--- src/rtl/mem_arb_pkg.sv ---
// Shared types and constants for the memory port arbiter and its wait timer.
package mem_arb_pkg;

    typedef enum logic [1:0] {
        IDLE,
        IF_WAIT,
        LS_WAIT
    } arb_state_t;

    typedef enum logic {
        OWN_IF,
        OWN_LS
    } arb_owner_t;

    localparam logic [3:0] FETCH_MASK = 4'b1111;

endpackage

--- src/rtl/mem_arb_timer.sv ---
// Wait-state counter for the memory port arbiter; flags an abort when a
// transaction has waited TimeoutCycles cycles without a completion strobe.
module mem_arb_timer #(
    parameter int TimeoutCycles = 16
) (
    input  logic clk,
    input  logic rst,
    input  logic busy_i,
    input  logic data_valid_i,
    output logic expire_o
);

    localparam int CntW = (TimeoutCycles > 1) ? $clog2(TimeoutCycles) : 1;
    localparam logic [CntW-1:0] Limit = CntW'(TimeoutCycles - 1);

    logic [CntW-1:0] count_q;
    logic [CntW-1:0] count_d;

    // Counter is zero whenever idle, so every new transaction starts from 0.
    always_comb begin
        expire_o = busy_i && !data_valid_i && (count_q == Limit);
        count_d  = '0;
        if (busy_i && !data_valid_i && !expire_o) begin
            count_d = count_q + CntW'(1);
        end
    end

    always_ff @(posedge clk or negedge rst) begin
        if (!rst) begin
            count_q <= '0;
        end else begin
            count_q <= count_d;
        end
    end

endmodule

--- src/rtl/mem_port_arbiter.sv ---
// Shares one memory port between fetch and load/store; load/store has fixed priority.
// Optional wait-state abort is compiled in with MEM_ARB_TIMEOUT_EN.
module mem_port_arbiter
    import mem_arb_pkg::*;
#(
    parameter int DataWidth     = 32,
    parameter int TimeoutCycles = 16
) (
    input  logic                 clk,
    input  logic                 rst,
    input  logic                 if_req,
    input  logic [DataWidth-1:0] if_addr,
    output logic                 if_gnt,
    output logic                 if_rvalid,
    output logic                 if_stall,
    output logic [DataWidth-1:0] if_rdata,
    input  logic                 ls_req,
    input  logic                 ls_we,
    input  logic [DataWidth-1:0] ls_addr,
    input  logic [DataWidth-1:0] ls_wdata,
    input  logic [3:0]           ls_mask,
    output logic                 ls_gnt,
    output logic                 ls_rvalid,
    output logic                 ls_stall,
    output logic [DataWidth-1:0] ls_rdata,
    output logic                 mem_request,
    output logic                 mem_we_re,
    output logic [DataWidth-1:0] mem_addr,
    output logic [DataWidth-1:0] mem_wdata,
    output logic [3:0]           mem_mask,
    input  logic                 mem_data_valid,
    input  logic [DataWidth-1:0] mem_rdata,
    output logic                 timeout_err
);

    arb_state_t           state_q, state_d;
    logic [DataWidth-1:0] addr_q, addr_d;
    logic [DataWidth-1:0] wdata_q, wdata_d;
    logic [3:0]           mask_q, mask_d;
    logic                 we_q, we_d;

    logic       busy;
    logic       done;
    logic       expire;
    arb_owner_t owner;

    assign busy  = (state_q != IDLE);
    assign owner = (state_q == LS_WAIT) ? OWN_LS : OWN_IF;

`ifdef MEM_ARB_TIMEOUT_EN
    mem_arb_timer #(
        .TimeoutCycles(TimeoutCycles)
    ) u_timer (
        .clk         (clk),
        .rst         (rst),
        .busy_i      (busy),
        .data_valid_i(mem_data_valid),
        .expire_o    (expire)
    );
`else
    assign expire = 1'b0;
`endif

    assign done        = busy && (mem_data_valid || expire);
    assign timeout_err = expire;

    assign if_rvalid = done && (owner == OWN_IF);
    assign ls_rvalid = done && (owner == OWN_LS);
    assign if_stall  = if_req && !if_rvalid;
    assign ls_stall  = ls_req && !ls_rvalid;
    assign if_rdata  = mem_rdata;
    assign ls_rdata  = mem_rdata;

    assign mem_request = busy;
    assign mem_we_re   = we_q;
    assign mem_addr    = addr_q;
    assign mem_wdata   = wdata_q;
    assign mem_mask    = mask_q;

    // Acceptance only happens in IDLE, which keeps transactions at least two cycles apart.
    always_comb begin
        state_d = state_q;
        addr_d  = addr_q;
        wdata_d = wdata_q;
        mask_d  = mask_q;
        we_d    = we_q;
        if_gnt  = 1'b0;
        ls_gnt  = 1'b0;
        unique case (state_q)
            IDLE: begin
                if (ls_req) begin
                    ls_gnt  = 1'b1;
                    state_d = LS_WAIT;
                    addr_d  = ls_addr;
                    wdata_d = ls_wdata;
                    mask_d  = ls_mask;
                    we_d    = ls_we;
                end else if (if_req) begin
                    if_gnt  = 1'b1;
                    state_d = IF_WAIT;
                    addr_d  = if_addr;
                    wdata_d = '0;
                    mask_d  = FETCH_MASK;
                    we_d    = 1'b0;
                end
            end
            IF_WAIT, LS_WAIT: begin
                if (done) begin
                    state_d = IDLE;
                end
            end
            default: state_d = IDLE;
        endcase
    end

    always_ff @(posedge clk or negedge rst) begin
        if (!rst) begin
            state_q <= IDLE;
            addr_q  <= '0;
            wdata_q <= '0;
            mask_q  <= '0;
            we_q    <= 1'b0;
        end else begin
            state_q <= state_d;
            addr_q  <= addr_d;
            wdata_q <= wdata_d;
            mask_q  <= mask_d;
            we_q    <= we_d;
        end
    end

endmodule

--- config.mk ---
export PLATFORM = sky130hd
export DESIGN_NAME = mem_port_arbiter
export DESIGN_NICKNAME = d
export VERILOG_FILES = /design/src/rtl/mem_arb_pkg.sv /design/src/rtl/mem_arb_timer.sv /design/src/rtl/mem_port_arbiter.sv
export SDC_FILE = /design/constraint.sdc
export NUM_CORES = 1
export LEC_CHECK = 0
export BUFFER_PORTS_ARGS = -buffer_cell sky130_fd_sc_hd__buf_2
export CORE_AREA = 5 5 106 108
export CTS_CLUSTER_DIAMETER = 40
export DETAILED_ROUTE_END_ITERATION = 6
export DIE_AREA = 0 0 111 113
export GPL_TIMING_DRIVEN = 0
export PLACE_DENSITY = 0.73
export SYNTH_ARGS = -nofsm -noshare
export SYNTH_HDL_FRONTEND = slang
export SYNTH_HIERARCHICAL = 1
export SYNTH_SLANG_ARGS = --single-unit
--- constraint.sdc ---
create_clock -name clk -period 4 [get_ports clk]
set_input_delay 1 -clock clk [delete_from_list [all_inputs] [get_ports clk]]
set_output_delay 1 -clock clk [all_outputs]
set_load 0.02 [all_outputs]
Yosys cells after proc, flatten, opt, wreduce, memory -nomap -nowiden
Index checks and enable logic that the tools add are counted.
{ "totals": {"ff_bits": 71, "word_cells": 41} }
{ "op_classes": {"eq_ne": 4, "mux": 18, "bitwise": 1, "n_reduce_logical": 13} }
{ "ops": {"columns": ["cell", "count"], "rows": [
  ["2-to-1 mux 32 bit", 4],
  ["2-to-1 mux 1 bit", 8],
  ["2-to-1 mux 4 bit", 2],
  ["2-to-1 mux 2 bit", 3],
  ["logical AND 1 bit", 5],
  ["case mux 2 bit (2 select lines)", 1],
  ["AND reduction 2 bit", 2],
  ["nonzero test 2 bit", 2],
  ["inequality test 3 bit, second input constant", 1],
  ["equality test 2 x 1 -> 1 bit, second input constant", 1],
  ["equality test 2 bit, second input constant", 1],
  ["zero test 1 bit", 2],
  ["zero test 2 bit", 1],
  ["inequality test 2 bit, second input constant", 1],
  ["OR reduction 2 bit", 1],
  ["NOT 1 bit", 1]
]} }

Depth between registers and ports, before layout
{ "logic_depth": {"ltp_word": 6, "ltp_mapped": 7, "mapped_depth_nobuf": 5} }

Worst setup path after synthesis
Ideal clock, no wire load.
{ "synth_timing": {"kind": "input-to-output", "start": "input mem_data_valid", "end": "output if_stall", "arrival_time_ps": 1622, "slack_ps": 1378, "cell_stages": 3, "path_buffers": 0, "cell_sequence": "nand2b_1 > nor2_1 > nor2b_1"} }
{ "synth_via": {"elab_chain_cells": 4} }
{ "synth_lines": {"columns": ["item", "line_no", "rtl"], "rows": [
  ["from (decl)", "mem_port_arbiter.sv:31", "input logic mem_data_valid,"],
  ["logical AND 1 bit", "mem_port_arbiter.sv:64", "assign done = busy && (mem_data_valid || expire);"],
  ["logical AND 1 bit", "mem_port_arbiter.sv:67", "assign if_rvalid = done && (owner == OWN_IF);"],
  ["net if_rvalid", "mem_port_arbiter.sv:14", "output logic if_rvalid,"],
  ["zero test 1 bit", "mem_port_arbiter.sv:69", "assign if_stall = if_req && !if_rvalid;"],
  ["logical AND 1 bit", "mem_port_arbiter.sv:69", null],
  ["to (decl)", "mem_port_arbiter.sv:15", "output logic if_stall,"]
]} }
The timed path passes the listed nets, and every way through them passes these cells.

Worst setup path after layout
{ "layout_timing": {"start": "input ls_req", "end": "output ls_gnt"} }
{ "layout_via": {"elab_chain_cells": 2} }
{ "layout_lines": {"columns": ["item", "line_no", "rtl"], "rows": [
  ["from (decl)", "mem_port_arbiter.sv:17", "input logic ls_req,"],
  ["2-to-1 mux 1 bit", "mem_port_arbiter.sv:91", "if (ls_req) begin"],
  ["2-to-1 mux 1 bit", "mem_port_arbiter.sv:89", "unique case (state_q)"],
  ["to (decl)", "mem_port_arbiter.sv:22", "output logic ls_gnt,"]
]} }
No other way between the ends.

==> results.json <==
{
  "root_buffer": "clkbuf_8",
  "synth.area.top_cells": "dfrtp_1 51%, buf_4 15%, mux2i_1 9.2%",
  "cp-start-kind": "input port",
  "syn_nets": 455,
  "start_util_pct": 34.48,
  "hold_class": "reg -> reg",
  "drive_gt1_share_pct": 59.41,
  "via_count": 3131,
  "pwr-share-clk_pct": 15.6,
  "core_um2": 10140,
  "max_freq_mhz": 371.0,
  "std_cell_rows": 37,
  "final_cell_mix": "248 x buf_2, 72 x buf_4, 71 x dfrtp_1",
  "die_area_um2": 12540,
  "ir_drop_mv": 0.3790,
  "grt_first_pass_wirelength_um": 16520,
  "seq_power_share_pct": 34.7,
  "diodes": 0,
  "clkSinkCount": 71,
  "grt_pass1_vias": 3382,
  "internal_power_uw": 2083,
  "cts_buffer_depth": 2,
  "die_width_um": 111,
  "max_cap_violations": 0,
  "area_growth_pct": 45.67,
  "syn-instance-count": 314,
  "dp_hpwl_um": 8439,
  "cts_tree": "built",
  "fin_tns_setup_ns": 0,
  "grt_start_max_net_pins": 72,
  "clkTransAtPathRegs_ns": 0.07,
  "synth_area_um2": 3496,
  "slew_viol_final": 0,
  "routabilityCongestion": 0.8482,
  "rsz0062_at_grt": "false",
  "finalPower_uw": 3628,
  "syn_area_per_cell_um2": 11.13,
  "period_share_pct": 67.38,
  "critical_path_required_ns": 3.00,
  "insertion_delay_ns": 0.33,
  "grt_overflow": 0,
  "port_buffers": 245,
  "synth_top_area_cell": "dfrtp_1",
  "die_y_um": 113,
  "hold_ws_ns": 0.4807,
  "finalSetupViolations": 0,
  "drt-total-wl_um": 10400,
  "switching_share_pct": 42.59,
  "seq_area_frac_synth_pct": 50.82,
  "cp_max_fo": 10,
  "p_leak_uw": 0.002895,
  "routedWlPerCell_um": 14.65,
  "cts_hold_buffers": 0,
  "synth_top_area_share_pct": 50.82,
  "p_switching_uw": 1545,
  "first_iter_violations": 80,
  "yosysUniqueCellTypes": 24,
  "fin_area_um2": 5092,
  "track_usage_pct": 16.12,
  "nFillCells": 922,
  "post-place-ws_ns": 1.300,
  "dr.pass1.iters": 4,
  "period_needed_ns": 2.695,
  "cts_setup_buffers": 0,
  "drcViolationCount": 0,
  "endpoint_kind": "output port",
  "cts_resized": 0,
  "crit_type": "in -> out",
  "power_density_nw_per_um2": 712.4,
  "status": "finished, final reports clean",
  "clock_skew_ns": 0.01088,
  "place_area_um2": 4895,
  "hold_viol": 0,
  "layout_commonest_cell": "buf_2",
  "arrival_ns": 1.70,
  "cts_buffers": 9,
  "worst_slew_pin_slew_ns": 0.8846,
  "via_per_inst": 4.410,
  "grt_antenna_before_repair": 0,
  "cts_max_level": 3,
  "io_pins": 279,
  "timing.final.ws_setup_ns": 1.305,
  "synth-seq-cells": 71,
  "p_comb_share_pct": 49.7,
  "antenna_left": 0,
  "yosys_warnings": 6,
  "nets": 711,
  "relSlewSlack_pct": 41.03
}
[metrics by stage]
| stage | utilization, % | instances |
|---|---|---|
| global route | 50.23 | 710 |
| finish | 50.23 | 710 |
| CTS | 50.23 | 710 |
| detailed placement | 48.28 | 695 |
| floorplan | - | 314 |
| global placement | 48.25 | 695 |
[cells in the mapped netlist]
| cell | count |
|---|---|
| conb_1 | 1 |
| o22a_1 | 4 |
| buf_4 | 71 |
| and2_1 | 1 |
| a21oi_1 | 1 |
| o21ai_1 | 33 |
| nand2_1 | 34 |
| ha_1 | 3 |
| o2bb2ai_1 | 1 |
| a22o_1 | 33 |
| a22oi_1 | 1 |
| nor2b_1 | 2 |
| mux2i_1 | 32 |
| buf_2 | 4 |
| inv_1 | 5 |
| dfrtp_1 | 71 |
| buf_6 | 6 |
| clkbuf_1 | 2 |
| o21a_1 | 1 |
| o21ai_2 | 1 |
| nand2b_1 | 1 |
| and3_1 | 1 |
| or4b_1 | 1 |
| nor2_1 | 4 |
[layout make-up]
class | instances | area [um^2] | area share, %
plain buffers | 83 | 628.1 | 12.33
clock buffers | 12 | 155.1 | 3.047
clock inverters | 3 | 42.54 | 0.8354
inverters | 5 | 18.77 | 0.3686
multi-input cells | 155 | 1072 | 21.06
flip-flops and latches | 71 | 1777 | 34.89
well taps | 136 | 170.2 | 3.342
repair buffers | 245 | 1229 | 24.13
[worst paths after layout]
check,from,to,slack (ns),cells after the start
min in group asynchronous,rst,mem_wdata[11]$_DFFE_PN0P_,0.80,1
hold / removal,mem_addr[18]$_DFFE_PN0P_,mem_addr[18]$_DFFE_PN0P_,0.48,2
max in group asynchronous,rst,mem_addr[0]$_DFFE_PN0P_,2.63,1
hold reg to reg,mem_addr[18]$_DFFE_PN0P_,mem_addr[18]$_DFFE_PN0P_,0.48,2
setup reg to reg,state_q[0]$_DFFE_PN0P_,mem_addr[12]$_DFFE_PN0P_,2.34,7
setup / recovery,ls_req,ls_gnt,1.30,5
[worst max-delay path, stage by stage]
cell    delay, ns
buf_2        0.10
buf_6        0.16
inv_1        0.09
nor2_1       0.14
buf_2        0.19
[layer usage]
layer,vias to the layer above,global-route usage (%),share of wire (%)
met3,2,6.203,9.9
met5,-,0,0
met2,157,29.05,52
li1,1527,-,-
met1,1445,18.05,38
met4,0,3.777,0.24
[cell families (layout without fill, tap and decap cells)]
logic type      Yosys count  in the layout  share of synthesized area (%)
buf+inv                  88            348                          18.50
mux                      32             32                          9.163
compound gates           75             75                          15.07
simple gates             44             44                          5.261
flops                    71             71                          50.82
fa+ha+maj                 3              3                          1.074
other cells               1              1                         0.1073
[registers in the layout (all words and copies together) (netlist names)]
register	cells
mem_addr	32
state_q	2
mem_wdata	32
mem_we_re	1
mem_mask	4
[power by group through the flow]
stage / combinational (uW) / sequential (uW) / clock [uW]
after floorplan: 724 / 1700 / 0
after global placement: 1800 / 1260 / 0
after detailed placement: 1840 / 1260 / 0
after CTS: 1840 / 1260 / 592
after global routing: 1960 / 1310 / 622
final: 1800 / 1260 / 567
Power figures use the tool's default switching activity.
